[src/rtl/mem_lsu_stage.sv]
// MIPS32 MEM stage: load/store over a req/ack data port with pipeline stall,
// lane alignment, sign/zero extension, alignment faults, LL/SC link bit and bus timeout.
module mem_lsu_stage #(
    parameter int REG_AW      = 5,
    parameter int TIMEOUT     = 15,
    parameter int BIG_ENDIAN  = 1,
    parameter int ALIGN_CHECK = 1
) (
    input  logic              clk,
    input  logic              rst,
    input  logic              valid_i,
    input  logic [REG_AW-1:0] wd_i,
    input  logic              wreg_i,
    input  logic [31:0]       wdata_i,
    input  logic              whilo_i,
    input  logic [31:0]       hi_i,
    input  logic [31:0]       lo_i,
    input  logic [3:0]        mem_op_i,
    input  logic [31:0]       mem_addr_i,
    input  logic [31:0]       mem_wdata_i,
    input  logic              llbit_clr_i,
    output logic              dm_req_o,
    output logic              dm_we_o,
    output logic [31:0]       dm_addr_o,
    output logic [3:0]        dm_be_o,
    output logic [31:0]       dm_wdata_o,
    input  logic              dm_ack_i,
    input  logic [31:0]       dm_rdata_i,
    output logic              stall_req_o,
    output logic              valid_o,
    output logic [REG_AW-1:0] wd_o,
    output logic              wreg_o,
    output logic [31:0]       wdata_o,
    output logic              whilo_o,
    output logic [31:0]       hi_o,
    output logic [31:0]       lo_o,
    output logic              adel_o,
    output logic              ades_o,
    output logic              buserr_o,
    output logic [31:0]       badvaddr_o
);
    localparam int CW = $clog2(TIMEOUT + 1);

    typedef enum logic {S_IDLE, S_WAIT} state_t;

    state_t        state, state_nx;
    logic [CW-1:0] cnt;
    logic          llbit;

    logic        is_load, is_store, sz_b, sz_h, ld_sext, is_mem, is_ll, is_sc;
    logic        misalign, issue, tmo_hit, req, done, timeout, fire;
    logic [1:0]  lane_off, byte_lane;
    logic [7:0]  ld_b;
    logic [15:0] ld_h;
    logic [31:0] ld_data, res;

    always_comb begin
        is_load  = 1'b0;
        is_store = 1'b0;
        sz_b     = 1'b0;
        sz_h     = 1'b0;
        ld_sext  = 1'b0;
        case (mem_op_i)
            4'd1:        begin is_load = 1'b1; sz_b = 1'b1; ld_sext = 1'b1; end
            4'd2:        begin is_load = 1'b1; sz_b = 1'b1; end
            4'd3:        begin is_load = 1'b1; sz_h = 1'b1; ld_sext = 1'b1; end
            4'd4:        begin is_load = 1'b1; sz_h = 1'b1; end
            4'd5, 4'd9:  is_load = 1'b1;
            4'd6:        begin is_store = 1'b1; sz_b = 1'b1; end
            4'd7:        begin is_store = 1'b1; sz_h = 1'b1; end
            4'd8, 4'd10: is_store = 1'b1;
            default:     ;
        endcase
    end

    assign is_mem = is_load | is_store;
    assign is_ll  = (mem_op_i == 4'd9);
    assign is_sc  = (mem_op_i == 4'd10);

    assign misalign = (ALIGN_CHECK != 0) &&
                      ((sz_h && mem_addr_i[0]) ||
                       (is_mem && !sz_b && !sz_h && (mem_addr_i[1:0] != 2'b00)));

    // Offset is force-aligned by access size; byte_lane is the physical byte slot.
    assign lane_off  = sz_b ? mem_addr_i[1:0] : (sz_h ? {mem_addr_i[1], 1'b0} : 2'b00);
    assign byte_lane = (BIG_ENDIAN != 0) ? ~lane_off : lane_off;

    assign ld_b = dm_rdata_i[{byte_lane, 3'b000} +: 8];
    assign ld_h = dm_rdata_i[{byte_lane[1], 4'b0000} +: 16];

    always_comb begin
        ld_data = dm_rdata_i;
        if (sz_b)      ld_data = ld_sext ? {{24{ld_b[7]}}, ld_b} : {24'b0, ld_b};
        else if (sz_h) ld_data = ld_sext ? {{16{ld_h[15]}}, ld_h} : {16'b0, ld_h};
        res = ld_data;
        if (is_sc)         res = 32'd1;
        else if (is_store) res = wdata_i;
    end

    assign dm_addr_o = {mem_addr_i[31:2], 2'b00};

    always_comb begin
        dm_be_o    = 4'b1111;
        dm_wdata_o = mem_wdata_i;
        if (sz_b) begin
            dm_be_o    = 4'b0001 << byte_lane;
            dm_wdata_o = {4{mem_wdata_i[7:0]}};
        end else if (sz_h) begin
            dm_be_o    = 4'b0011 << {byte_lane[1], 1'b0};
            dm_wdata_o = {2{mem_wdata_i[15:0]}};
        end
    end

    assign issue   = valid_i && is_mem && !misalign && !(is_sc && !llbit);
    assign tmo_hit = (state == S_WAIT) && (cnt == CW'(TIMEOUT));

    always_comb begin
        state_nx = state;
        req      = 1'b0;
        case (state)
            S_IDLE: if (issue) begin
                req = 1'b1;
                if (!dm_ack_i) state_nx = S_WAIT;
            end
            S_WAIT: begin
                // A late ack in the timeout cycle still wins.
                if (dm_ack_i) begin
                    req      = 1'b1;
                    state_nx = S_IDLE;
                end else if (tmo_hit) begin
                    state_nx = S_IDLE;
                end else begin
                    req = 1'b1;
                end
            end
            default: state_nx = S_IDLE;
        endcase
        if (!rst) req = 1'b0;
    end

    assign done        = req && dm_ack_i;
    assign timeout     = rst && tmo_hit && !dm_ack_i;
    assign dm_req_o    = req;
    assign dm_we_o     = req && is_store;
    assign stall_req_o = req && !dm_ack_i;
    assign fire        = ((state == S_IDLE) && valid_i && !issue) || done || timeout;

    always_ff @(posedge clk) begin
        if (!rst) begin
            state      <= S_IDLE;
            cnt        <= '0;
            llbit      <= 1'b0;
            valid_o    <= 1'b0;
            wd_o       <= '0;
            wreg_o     <= 1'b0;
            wdata_o    <= '0;
            whilo_o    <= 1'b0;
            hi_o       <= '0;
            lo_o       <= '0;
            adel_o     <= 1'b0;
            ades_o     <= 1'b0;
            buserr_o   <= 1'b0;
            badvaddr_o <= '0;
        end else begin
            state <= state_nx;
            if (state_nx == S_WAIT) cnt <= (state == S_IDLE) ? CW'(1) : cnt + CW'(1);
            else                    cnt <= '0;

            if (llbit_clr_i)        llbit <= 1'b0;
            else if (done && is_ll) llbit <= 1'b1;

            valid_o  <= 1'b0;
            adel_o   <= 1'b0;
            ades_o   <= 1'b0;
            buserr_o <= 1'b0;
            if (fire) begin
                valid_o <= 1'b1;
                wd_o    <= wd_i;
                wreg_o  <= wreg_i;
                wdata_o <= wdata_i;
                whilo_o <= whilo_i;
                hi_o    <= hi_i;
                lo_o    <= lo_i;
                if (timeout) begin
                    wreg_o     <= 1'b0;
                    whilo_o    <= 1'b0;
                    buserr_o   <= 1'b1;
                    badvaddr_o <= mem_addr_i;
                end else if (is_mem && misalign) begin
                    wreg_o     <= 1'b0;
                    whilo_o    <= 1'b0;
                    adel_o     <= is_load;
                    ades_o     <= is_store;
                    badvaddr_o <= mem_addr_i;
                end else if (done) begin
                    wdata_o <= res;
                end else if (is_sc) begin
                    wdata_o <= 32'd0;
                end
            end
        end
    end
endmodule

[config.mk]
export PLATFORM = sky130hd
export DESIGN_NAME = mem_lsu_stage
export DESIGN_NICKNAME = d
export VERILOG_FILES = /design/src/rtl/mem_lsu_stage.sv
export SDC_FILE = /design/constraint.sdc
export NUM_CORES = 1
export LEC_CHECK = 0
export ABC_AREA = 1
export ABC_CLOCK_PERIOD_IN_PS = 3200
export BUFFER_PORTS_ARGS = -buffer_cell sky130_fd_sc_hd__buf_2
export CORE_AREA = 2 2 161 163
export DETAILED_ROUTE_END_ITERATION = 12
export DIE_AREA = 0 0 163 165
export MAX_ROUTING_LAYER = met4
export PLACE_DENSITY = 0.67
export SYNTH_ARGS = -nofsm -noshare
export SYNTH_HDL_FRONTEND = slang
export SYNTH_SLANG_ARGS = --single-unit
export TNS_END_PERCENT = 50
[constraint.sdc]
create_clock -name clk -period 3.2 [get_ports clk]
set_clock_uncertainty 0.1 [all_clocks]
set_input_delay 0.64 -clock clk [delete_from_list [all_inputs] [get_ports clk]]
set_output_delay 0.64 -clock clk [all_outputs]
set_load 0.01 [all_outputs]
* Yosys cells after proc, flatten, opt, wreduce, memory -nomap -nowiden
Index checks and enable logic that the tools add are counted.
** Storage, ports and cells
- Flip-flop bits (word level) :: 145
- Latch bits :: 0
- Memory bits (writable) :: 0
- Memory bits (read-only) :: 0
- Memories :: 0
** Operators by class
- Add/sub/neg operators :: 1
- $mul :: 0
- Divide/modulo/power cells :: 0
- Order comparisons :: 0
- Equal/unequal tests :: 11
- Shifts and indexed selects :: 4
- Muxes and demuxes :: 39
- Bitwise operators :: 6
- Reduce and logical (&&, ||, !) cells :: 41
** Operator list (count)
- 32-bit two-way mux :: 14
- 32-bit by 6-bit variable part select with 16-bit output :: 1
- 32-bit by 6-bit variable part select with 8-bit output :: 1
- 1-bit two-way mux :: 19
- 1-bit logical AND :: 18
- 4-bit by 3-bit equality test with 1-bit output (second input constant) :: 4
- 4-bit equality test (second input constant) :: 4
- 4-bit by 2-bit equality test with 1-bit output (second input constant) :: 2
- 4-bit two-way mux :: 2
- 4-bit OR reduction :: 2
- 1-bit zero test :: 7
- 2-bit AND reduction :: 3
- 3-bit OR reduction :: 2
- 6-bit OR reduction :: 1
- 4-bit by 1-bit adder with 4-bit output (second input constant) :: 1
- 4-bit by 1-bit equality test with 1-bit output (second input constant) :: 1
- 2-bit two-way mux :: 2
- 1-bit inverter :: 4
- 1-bit case mux with 2 select lines :: 2
- 2-bit nonzero test :: 2
- 2-bit OR reduction :: 2
- 1-bit by 2-bit << shifter with 4-bit output (first input constant) :: 1
- 2-bit by 2-bit << shifter with 4-bit output (first input constant) :: 1
- 1-bit logical OR :: 3
- 3 further kinds :: 3

* Depth between registers and ports, before layout
Gate-level depths: netlist of the first run.
- Depth in word-level cells :: 19
- Depth in mapped cells :: 17
- Mapped depth without buffers :: 14

* Least setup slack after synthesis of the first run
OpenSTA, ideal clock, no wires.
- Path type :: input to output
- From :: input port mem_op_i[1]
- To :: output port dm_wdata_o[31]
- Arrival :: 2047 ps
- Data required time :: 2460 ps
- Setup slack :: 413 ps
- Stages on the path :: 11
- Path buffers :: 3
- Cells stage by stage :: buf_2 > inv_2 > nand2_1 > nand2_1 > nand2_1 > nand2_1 > clkbuf_1 > clkbuf_1 > nand2_1 > o21ai_0 > o21ai_0
** Between the ends
- Longest elaborated chain between the ends :: 5
- Elaborated cells on any way between the ends :: 12
- Those cells by class :: eq/ne (6); mux (4); reduce/logical (2)
** RTL lines
- start: declaration :: RTL line 18 : input logic [3:0] mem_op_i,
- 4-bit by 2-bit equality test with 1-bit output or 4-bit by 3-bit equality test with 1-bit output (tied branches) :: RTL line 63 : case (mem_op_i)
- 3-bit OR reduction (no source line)
- 1-bit two-way mux :: RTL line 63
- 32-bit two-way mux :: RTL line 108 : end else if (sz_h) begin
- 32-bit two-way mux * :: RTL line 105 : if (sz_b) begin
- end: declaration :: RTL line 26 : output logic [31:0] dm_wdata_o,
Every way passes the cells marked *; elsewhere a longest branch is shown, timed or not.

* Worst setup path after layout of the first run
- From :: input port mem_op_i[1]
- To :: output port stall_req_o
** Between the ends
- Longest elaborated chain between the ends :: 15
- Elaborated cells on any way between the ends :: 36
- Those cells by class :: eq/ne (10); mux (7); bitwise (1); reduce/logical (18)
** RTL lines
- 4-bit equality test (tied with other cells) :: RTL line 63
- 6-bit OR reduction (no source line) (tied with other cells)
- 1-bit two-way mux :: RTL line 63
- 1-bit OR or 1-bit zero test (tied branches) :: RTL line 76, 82
- 1-bit logical AND (3 in series) :: RTL line 82 : (is_mem && !sz_b && !sz_h && (mem_addr_i[1:0] != 2'b00)));
- 1-bit logical OR :: RTL line 81 : ((sz_h && mem_addr_i[0]) ||
- 1-bit zero test :: RTL line 114 : assign issue = valid_i && is_mem && !misalign && !(is_sc && !llbit);
- 1-bit logical AND :: RTL line 114
- 1-bit logical AND * :: RTL line 114
- 1-bit two-way mux * :: RTL line 121 : S_IDLE: if (issue) begin
- 1-bit case mux with 2 select lines * :: RTL line 120 : case (state)
- 1-bit two-way mux * :: RTL line 138 : if (!rst) req = 1'b0;
- 1-bit logical AND * :: RTL line 145 : assign stall_req_o = req && !dm_ack_i;
- end: declaration :: RTL line 29 : output logic stall_req_o,
Marked as above.

==> flow_metrics.tcl, run 1 <==
set metrics [dict create \
    dr.pass1.iters 6 \
    cts_sinks 145 \
    cts_tree "done" \
    grt_antenna_before_repair 6 \
    fp-row-count 58 \
    synth_seq_area_share_pct 39.1 \
    slew_headroom_pct 51.4 \
    worstSetupPathType "in -> out" \
    final_cells 1879 \
    gr-total-overflow 0 \
    final_antenna_net_count 0 \
    p_per_area_nw_per_um2 507 \
    finalWorstPathRequiredPeriod_ns 2.87 \
    layout_common_cells "nand2_1, buf_2, dfxtp_1, nor2_1, nand3_1" \
    synth-seq-cells 145 \
    hold_viol_final 0 \
    worst-path-max-fanout 9 \
    final_common_cell "nand2_1" \
    start_util_pct 29.7 \
    cts_buffers 17 \
    rsz0062_at_grt "false" \
    drive_above_1_share_pct 32.2 \
    dp.cells 1840 \
    avgSynthCellArea_um2 6.34 \
    worst_setup_path_end_kind "output pin" \
    finalSetupViolCount 0 \
    fin_ws_ns 0.327 \
    grt_max_degree 86 \
    io_pins 418 \
    fin_area_um2 10200 \
    gp_congestion 0.899 \
    hold_path.class "in -> reg" \
    setup_tns_ns 0 \
    worst-r2r-cell-count 12 \
    drv_slew 0 \
    post_dp_cell_area_um2 9540 \
    crit_path_start "mem_op_i[1]" \
    drtIter0Drc 522 \
    track_usage_pct 20.4 \
    synth.distinct_cells 28 \
    period_share_pct 89.8 \
    vias_per_cell 4.56 \
    post-cts-setup-buffer-count 0 \
    placement.io_buffers 415 \
    die_h_um 165 \
    crit_required_ns 2.46 \
    crit_arrival_ns 2.13 \
    timing.rr.start "cnt[0]" \
    max_slew.worst_pin.slew_ns 0.728 \
    layout.nets 1738 \
    fp.dieArea_um2 26900 \
    post_drt_wl_per_cell_um 15.0 \
    ir_drop_v 0.000316 \
    dp_slack_ns 0.286 \
    setup.worst_path.end "stall_req_o" \
    synthesis.area_um2 7430 \
    power.leakage_nw 5.73 \
    area_growth_pct 36.7 \
    cts-resized-gates 0 \
    status "finished clean" \
    htreeDepth 4 \
    yosysWarnings 0 \
    grt_pass1_wl_um 41700 \
    clk_pin_slew_ns 0.06 \
    insertion_delay_ns 0.42 \
    drv_cap 0 \
    fmax_mhz 348 \
    coreArea_um2 25000 \
    wl_um 28200 \
    route.detailed.drc 0 \
    postCtsHoldBufs 0 \
    reg2reg_to "wdata_o[1]" \
    startpoint_type "primary input" \
    clockBufferDepth 2 \
    cts-root-buf "clkbuf_16" \
    vias 8563 \
    dpl.hpwl_um 22200 \
    netlist_instances 1171 \
    r2r_setup_slack_ns 0.90 \
    die_w_um 163 \
    grt_pass1_vias 7711 \
]
-- per-layer routing --
metal / global-route usage [%] / vias to the layer above / wire, um
met1: 24.3 / 3823 / 11900
met2: 34.6 / 342 / 13600
li1: - / 4368 / -
met3: 4.90 / 30 / 2200
met4: 5.51 / 0 / 440
met5: - / - / 0
-- cell families (layout without fill, tap and decap cells) --
kind of cell	Yosys count	after routing	share of synthesized area (%)
compound gates	150	150	10.4
xor+xnor	1	1	0.118
fa+ha+maj	1	1	0.168
buf+inv	190	560	12.9
flops	145	145	39.1
other cells	1	9	0.0505
simple gates	683	683	37.3
-- power breakdown --
group          switching [W]  internal, W
registers          0.0000666      0.00195
clock network       0.000863      0.00114
logic               0.000691     0.000430
-- synthesized netlist by cell type (all sizes together) --
master	n	area, um^2
nand3b	2	15.0
xor2	1	8.76
nand2	456	1730
inv	86	323
conb	1	3.75
nor3	3	15.0
ha	1	12.5
nand4	3	18.8
nand3	107	561
o21ai	105	526
buf	72	513
a22oi	2	15.0
o211ai	2	15.0
nor2	112	430
dfxtp	145	2900
a211oi	1	7.51
clkbuf	32	121
a21oi	40	211
-- sequential cells by signal, summed over array words and instances, names as in the netlist --
signal	count
badvaddr_o	32
cnt	4
hi_o	32
ades_o	1
wdata_o	32
llbit	1
wd_o	5
valid_o	1
wreg_o	1
lo_o	32
whilo_o	1
adel_o	1
state	1
buserr_o	1
-- worst max-delay path, stage by stage --
cell	delay, ns
buf_2	0.16
inv_2	0.09
nand2_1	0.07
nand2_1	0.10
nand2_1	0.14
nand3_1	0.17
nand4_1	0.13
nand2_2	0.13
nand3_1	0.18
nor2_1	0.19
buf_2	0.16
-- final cells by class --
cell class | instances | area, um^2
multi-input cells | 837 | 3570
fillers | 2705 | 14900
inverters | 86 | 323
well taps | 330 | 413
clock inverters | 13 | 141
flip-flops and latches | 145 | 2900
diodes | 7 | 17.5
clock buffers | 19 | 453
repair buffers | 442 | 2330
-- how the worst min path moves through the flow --
stage | start | to | slack, ns | depth (start not counted)
after floorplan | cnt[0] | cnt[0] | 0.34 | 1
after global placement | lo_o[18] | lo_o[18] | 0.33 | 2
after detailed placement | hi_o[21] | hi_o[21] | 0.33 | 2
after CTS | llbit_clr_i | llbit | 0.28 | 2
after global routing | llbit_clr_i | llbit | 0.28 | 2
final | llbit_clr_i | llbit | 0.30 | 2
-- metrics by stage --
| stage | total power, W | hold slack (ns) | util [%] |
|---|---|---|---|
| after CTS | 0.00521 | 0.276 | 40.5 |
| after global placement | 0.00317 | 0.330 | 38.1 |
| after global routing | 0.00543 | 0.279 | 40.5 |
| after floorplan | 0.00269 | 0.343 | - |
| after detailed placement | 0.00318 | 0.334 | 38.1 |
| final | 0.00515 | 0.302 | 40.6 |
(Power assumes the default switching activity.)
==> run 2: changes to the inputs <==
--- a/config.mk
+++ b/config.mk
@@ -8,11 +8,13 @@
 export ABC_AREA = 1
 export ABC_CLOCK_PERIOD_IN_PS = 3200
 export BUFFER_PORTS_ARGS = -buffer_cell sky130_fd_sc_hd__buf_2
-export CORE_AREA = 2 2 161 163
+export CELL_PAD_IN_SITES_DETAIL_PLACEMENT = 0
+export CELL_PAD_IN_SITES_GLOBAL_PLACEMENT = 1
+export CORE_AREA = 2 2 164 166
 export DETAILED_ROUTE_END_ITERATION = 12
-export DIE_AREA = 0 0 163 165
+export DIE_AREA = 0 0 166 168
 export MAX_ROUTING_LAYER = met4
-export PLACE_DENSITY = 0.67
+export PLACE_DENSITY = 0.89
 export SYNTH_ARGS = -nofsm -noshare
 export SYNTH_HDL_FRONTEND = slang
 export SYNTH_SLANG_ARGS = --single-unit
==> run 2 against run 1 <==
Compared with the run above:
- worst hold slack worse by 0.018 ns
- utilization down 2.0 points
- setup slack worse by 0.038 ns
- critical path type unchanged
- critical endpoint unchanged
- largest cell class unchanged
==> flow_metrics.tcl, run 2 (synthesis results as in run 1) <==
set metrics [dict create \
    status "finished clean" \
    reg2reg_to "adel_o" \
    hold_start "llbit_clr_i" \
    worst_setup_path_end_kind "output pin" \
    p_per_area_nw_per_um2 515 \
    vias_per_cell 4.57 \
    drv_cap 0 \
    insertion_delay_ns 0.41 \
    r2r_setup_slack_ns 0.80 \
    cp_slowest_stage_delay_ns 0.21 \
    hold_path.class "in -> reg" \
    drtIter0Drc 384 \
    clockPowerShare_pct 40.0 \
    htreeDepth 4 \
    drive_above_1_share_pct 32.1 \
    cts_sinks 145 \
    grt_pass1_vias 7986 \
    area_growth_pct 36.8 \
    vias 8597 \
    cts_tree "done" \
    power.leakage_nw 5.72 \
    gr-total-overflow 0 \
    power_frac_comb_pct 21.4 \
    layout_common_cells "nand2_1, buf_2, dfxtp_1, nor2_1, nand3_1" \
    grt_max_degree 104 \
    worst-r2r-cell-count 12 \
    grt_pass1_wl_um 42900 \
    post-cts-setup-buffer-count 0 \
    p_sw_share_pct 31.8 \
    dr.pass1.iters 5 \
    worst-path-max-fanout 7 \
    coreArea_um2 26400 \
    cts-resized-gates 0 \
    startpoint_type "primary input" \
    period_share_pct 91.0 \
    hold_viol_final 0 \
    finalWorstPathRequiredPeriod_ns 2.91 \
    p_int_w 0.00357 \
    setup_tns_ns 0 \
    final_cells 1883 \
    post_dp_cell_area_um2 9540 \
    timing.rr.start "cnt[0]" \
    cp_common_cell "nand2_1" \
    route.detailed.drc 0 \
    fin_area_um2 10200 \
    io_pins 418 \
    postCtsHoldBufs 0 \
    fill_cells 2888 \
    die_w_um 166 \
    post_drt_wl_per_cell_um 15.0 \
    hold_ws_ns 0.284 \
    fp.dieArea_um2 27900 \
    start_util_pct 28.2 \
    total_power_w 0.00523 \
    worstSetupPathType "in -> out" \
    placement.io_buffers 415 \
    finalSetupViolCount 0 \
    final_common_cell "nand2_1" \
    drv_slew 0 \
    dpl.hpwl_um 21800 \
    cpMaxStageDelayCell "nor2_1" \
    ir_drop_v 0.000280 \
    crit_required_ns 2.46 \
    slew_headroom_pct 65.2 \
    hold_path_depth 2 \
    layout.nets 1737 \
    grt_antenna_before_repair 1 \
    track_usage_pct 19.8 \
    power_switching_w 0.00167 \
    clk_pin_slew_ns 0.06 \
    final_antenna_net_count 0 \
    die_h_um 168 \
    gp_congestion 0.894 \
    crit_arrival_ns 2.17 \
    max_slew.worst_pin.slew_ns 0.522 \
    fp-row-count 60 \
    pwr-share-seq_pct 38.6 \
    hold_end "llbit" \
    cts-root-buf "clkbuf_16" \
    crit_chain "buf_2, inv_2, nand2_1, nand2_1, nand2_1, nand3_1, nand4_1, nand2_2, nand3_1, nor2_1, buf_2" \
    cts_buffers 17 \
    dp.cells 1850 \
    fmax_mhz 343 \
    rsz0062_at_grt "false" \
    clockBufferDepth 2 \
    wl_um 28200 \
]
-- run 2: cell type report --
class | count | area [um^2] | area share (%)
multi-input cells | 837 | 3570 | 35.2
flip-flops and latches | 145 | 2900 | 28.6
repair buffers | 441 | 2310 | 22.7
well taps | 341 | 427 | 4.20
clock buffers | 17 | 425 | 4.19
inverters | 86 | 323 | 3.18
clock inverters | 15 | 193 | 1.90
diodes | 1 | 2.50 | 0.0246
-- run 2: power groups by stage --
stage	sequential (W)	clock, W	combinational [W]
finish	0.00202	0.00209	0.00112
global placement	0.00206	0	0.00112
floorplan	0.00213	0	0.000560
CTS	0.00202	0.00216	0.00113
detailed placement	0.00206	0	0.00113
global route	0.00204	0.00224	0.00124
-- run 2: worst max path at each step --
| stage | to | slack, ns | startpoint | depth (start not counted) |
|---|---|---|---|---|
| floorplan | dm_wdata_o[31] | 0.41 | mem_op_i[1] | 11 |
| global placement | stall_req_o | 0.28 | mem_op_i[0] | 9 |
| detailed placement | stall_req_o | 0.29 | mem_op_i[0] | 9 |
| CTS | stall_req_o | 0.29 | mem_op_i[0] | 9 |
| global route | stall_req_o | 0.11 | mem_op_i[1] | 11 |
| finish | stall_req_o | 0.29 | mem_op_i[0] | 11 |
-- run 2: through the flow --
| step | setup slack, ns | util, % |
|---|---|---|
| floorplan | 0.413 | - |
| global placement | 0.277 | 36.2 |
| detailed placement | 0.294 | 36.2 |
| CTS | 0.287 | 38.5 |
| global route | 0.106 | 38.5 |
| finish | 0.288 | 38.5 |
-- run 2: per-layer routing --
layer,track usage (%),up-vias,share of wire (%)
met4,6.05,0,2.3
met1,23.9,3842,43
met5,-,-,0
li1,-,4352,-
met3,4.35,34,6.8
met2,33.2,369,48
-- run 2: worst max-delay path, delay by kind of cell --
kind / cells / cell delay (ns)
AND/OR/NAND/NOR: 8 / 1.13
buffers and inverters: 3 / 0.41
==> run 3: changes to the inputs <==
--- a/config.mk
+++ b/config.mk
@@ -14,7 +14,7 @@
 export DETAILED_ROUTE_END_ITERATION = 12
 export DIE_AREA = 0 0 166 168
 export MAX_ROUTING_LAYER = met4
-export PLACE_DENSITY = 0.89
+export PLACE_DENSITY_LB_ADDON = 0.1
 export SYNTH_ARGS = -nofsm -noshare
 export SYNTH_HDL_FRONTEND = slang
 export SYNTH_SLANG_ARGS = --single-unit
==> run 3 against run 2 <==
Compared with the run above:
- total power decreased by 2.3%
- critical path type unchanged
- count of clock-buffer cells in the layout is the same
- global-route usage up 0.49 points
==> flow_metrics.tcl, run 3 (synthesis results as in run 1) <==
set metrics [dict create \
    status "finished clean" \
    timing.rr.start "cnt[0]" \
    post_drt_wl_per_cell_um 15.0 \
    wl_um 28200 \
    gr-total-overflow 0 \
    startpoint_type "primary input" \
    finalSetupViolCount 0 \
    rsz0062_at_grt "false" \
    wl_met3_um 1610 \
    fp.dieArea_um2 27900 \
    grt_pass1_wl_um 43900 \
    cts_sinks 145 \
    postCtsHoldBufs 0 \
    layout_common_cells "nand2_1, buf_2, dfxtp_1, nor2_1, nand3_1" \
    dr.pass1.iters 4 \
    p_per_area_nw_per_um2 503 \
    hold_start "llbit_clr_i" \
    worst_setup_path_end_kind "output pin" \
    fmax_mhz 346 \
    vias 8354 \
    cts-resized-gates 0 \
    final_antenna_net_count 0 \
    route.detailed.drc 0 \
    crit_required_ns 2.46 \
    fp-row-count 60 \
    gp_congestion 0.845 \
    hold_viol_final 0 \
    grt_max_degree 71 \
    placement.io_buffers 415 \
    clockBufferDepth 2 \
    htreeDepth 4 \
    area_growth_pct 36.8 \
    reg2reg_to "wdata_o[31]" \
    insertion_delay_ns 0.42 \
    drive_above_1_share_pct 32.1 \
    drv_cap 0 \
    met1_length_um 13100 \
    dpl.hpwl_um 21500 \
    final_common_cell "nand2_1" \
    ir_drop_v 0.000285 \
    cpMaxStageDelayCell "nor2_1" \
    hold_path_depth 2 \
    top_layer_used "met4" \
    crit_chain "buf_2, inv_2, nor2_2, nand2_1, nand2_2, inv_2, nand2_1, nand4_1, nand2_2, nand3_1, nor2_1, buf_2" \
    grt_pass1_vias 8030 \
    track_usage_pct 20.3 \
    r2r_setup_slack_ns 0.95 \
    clk_pin_slew_ns 0.06 \
    cts-root-buf "clkbuf_16" \
    power.leakage_nw 5.71 \
    fin_ws_ns 0.309 \
    grt_antenna_before_repair 5 \
    wl_met2_um 12900 \
    worst-path-max-fanout 7 \
    hold_path.class "in -> reg" \
    cts_tree "done" \
    post-cts-setup-buffer-count 0 \
    period_share_pct 90.3 \
    drtIter0Drc 437 \
    cts_buffers 17 \
    dp_slack_ns 0.282 \
    die_w_um 166 \
    coreArea_um2 26400 \
    setup_tns_ns 0 \
    drv_slew 0 \
    io_pins 418 \
    finalWorstPathRequiredPeriod_ns 2.89 \
    hold_end "llbit" \
    crit_buf_inv 4 \
    cp_top_family "simple AND/OR/NAND/NOR gates" \
    crit_arrival_ns 2.15 \
    start_util_pct 28.2 \
    layout.nets 1738 \
    cp_slowest_stage_delay_ns 0.22 \
    worstSetupPathType "in -> out" \
    worst-r2r-cell-count 11 \
    die_h_um 168 \
    vias_per_cell 4.43 \
]
[run 3: cell count changes in the layout (fill, tap and decap cells not counted), sizes merged]
| cell | previous run | this run |
|---|---|---|
| buf | 441 | 442 |
| bufinv | 2 | 1 |
| clkinvlp | 3 | 4 |
| diode | 1 | 5 |
| inv | 94 | 93 |
[run 3: layout make-up]
| type | count | area (um^2) |
|---|---|---|
| inverter | 86 | 323 |
| clock buffer | 17 | 425 |
| antenna | 5 | 12.5 |
| clock inverter | 14 | 151 |
| fill | 2936 | 16200 |
| multi-input combinational | 837 | 3570 |
| sequential | 145 | 2900 |
| tap | 341 | 427 |
| timing repair buffer | 442 | 2340 |
[run 3: how the worst max path moves through the flow]
stage,startpoint,to,slack (ns),depth (start not counted)
6_report,mem_op_i[3],dm_we_o,0.31,12
4_1_cts,mem_op_i[3],dm_we_o,0.33,12
2_1_floorplan,mem_op_i[1],dm_wdata_o[31],0.41,11
3_3_place_gp,mem_op_i[2],dm_we_o,0.28,10
3_5_place_dp,mem_op_i[3],wdata_o[31],0.28,14
5_1_grt,mem_op_i[2],stall_req_o,0.11,10
[run 3: metrics by stage]
step / area, um^2 / utilization [%] / power, W / hold WS [ns] / std cells
after floorplan: 7430 / - / 0.00269 / 0.343 / 1172
after global placement: 9570 / 36.3 / 0.00319 / 0.331 / 1851
after detailed placement: 9570 / 36.3 / 0.00319 / 0.333 / 1851
after CTS: 10100 / 38.5 / 0.00522 / 0.267 / 1882
after global routing: 10200 / 38.6 / 0.00543 / 0.283 / 1887
final: 10200 / 38.6 / 0.00511 / 0.290 / 1887
[run 3: routing by layer]
layer	vias to the layer above	global-route usage, %
met5	-	-
met4	0	6.31
met3	32	4.56
met2	266	32.8
met1	3696	25.3
li1	4360	-
[run 3: where the power goes]
part,total [W],leakage (nW),internal (W),switching [W]
Sequential,0.00202,1.19,0.00195,0.0000668
Clock,0.00198,0.270,0.00110,0.000879
Combinational,0.00112,4.25,0.000432,0.000687
Total,0.00511,5.71,0.00348,0.00163
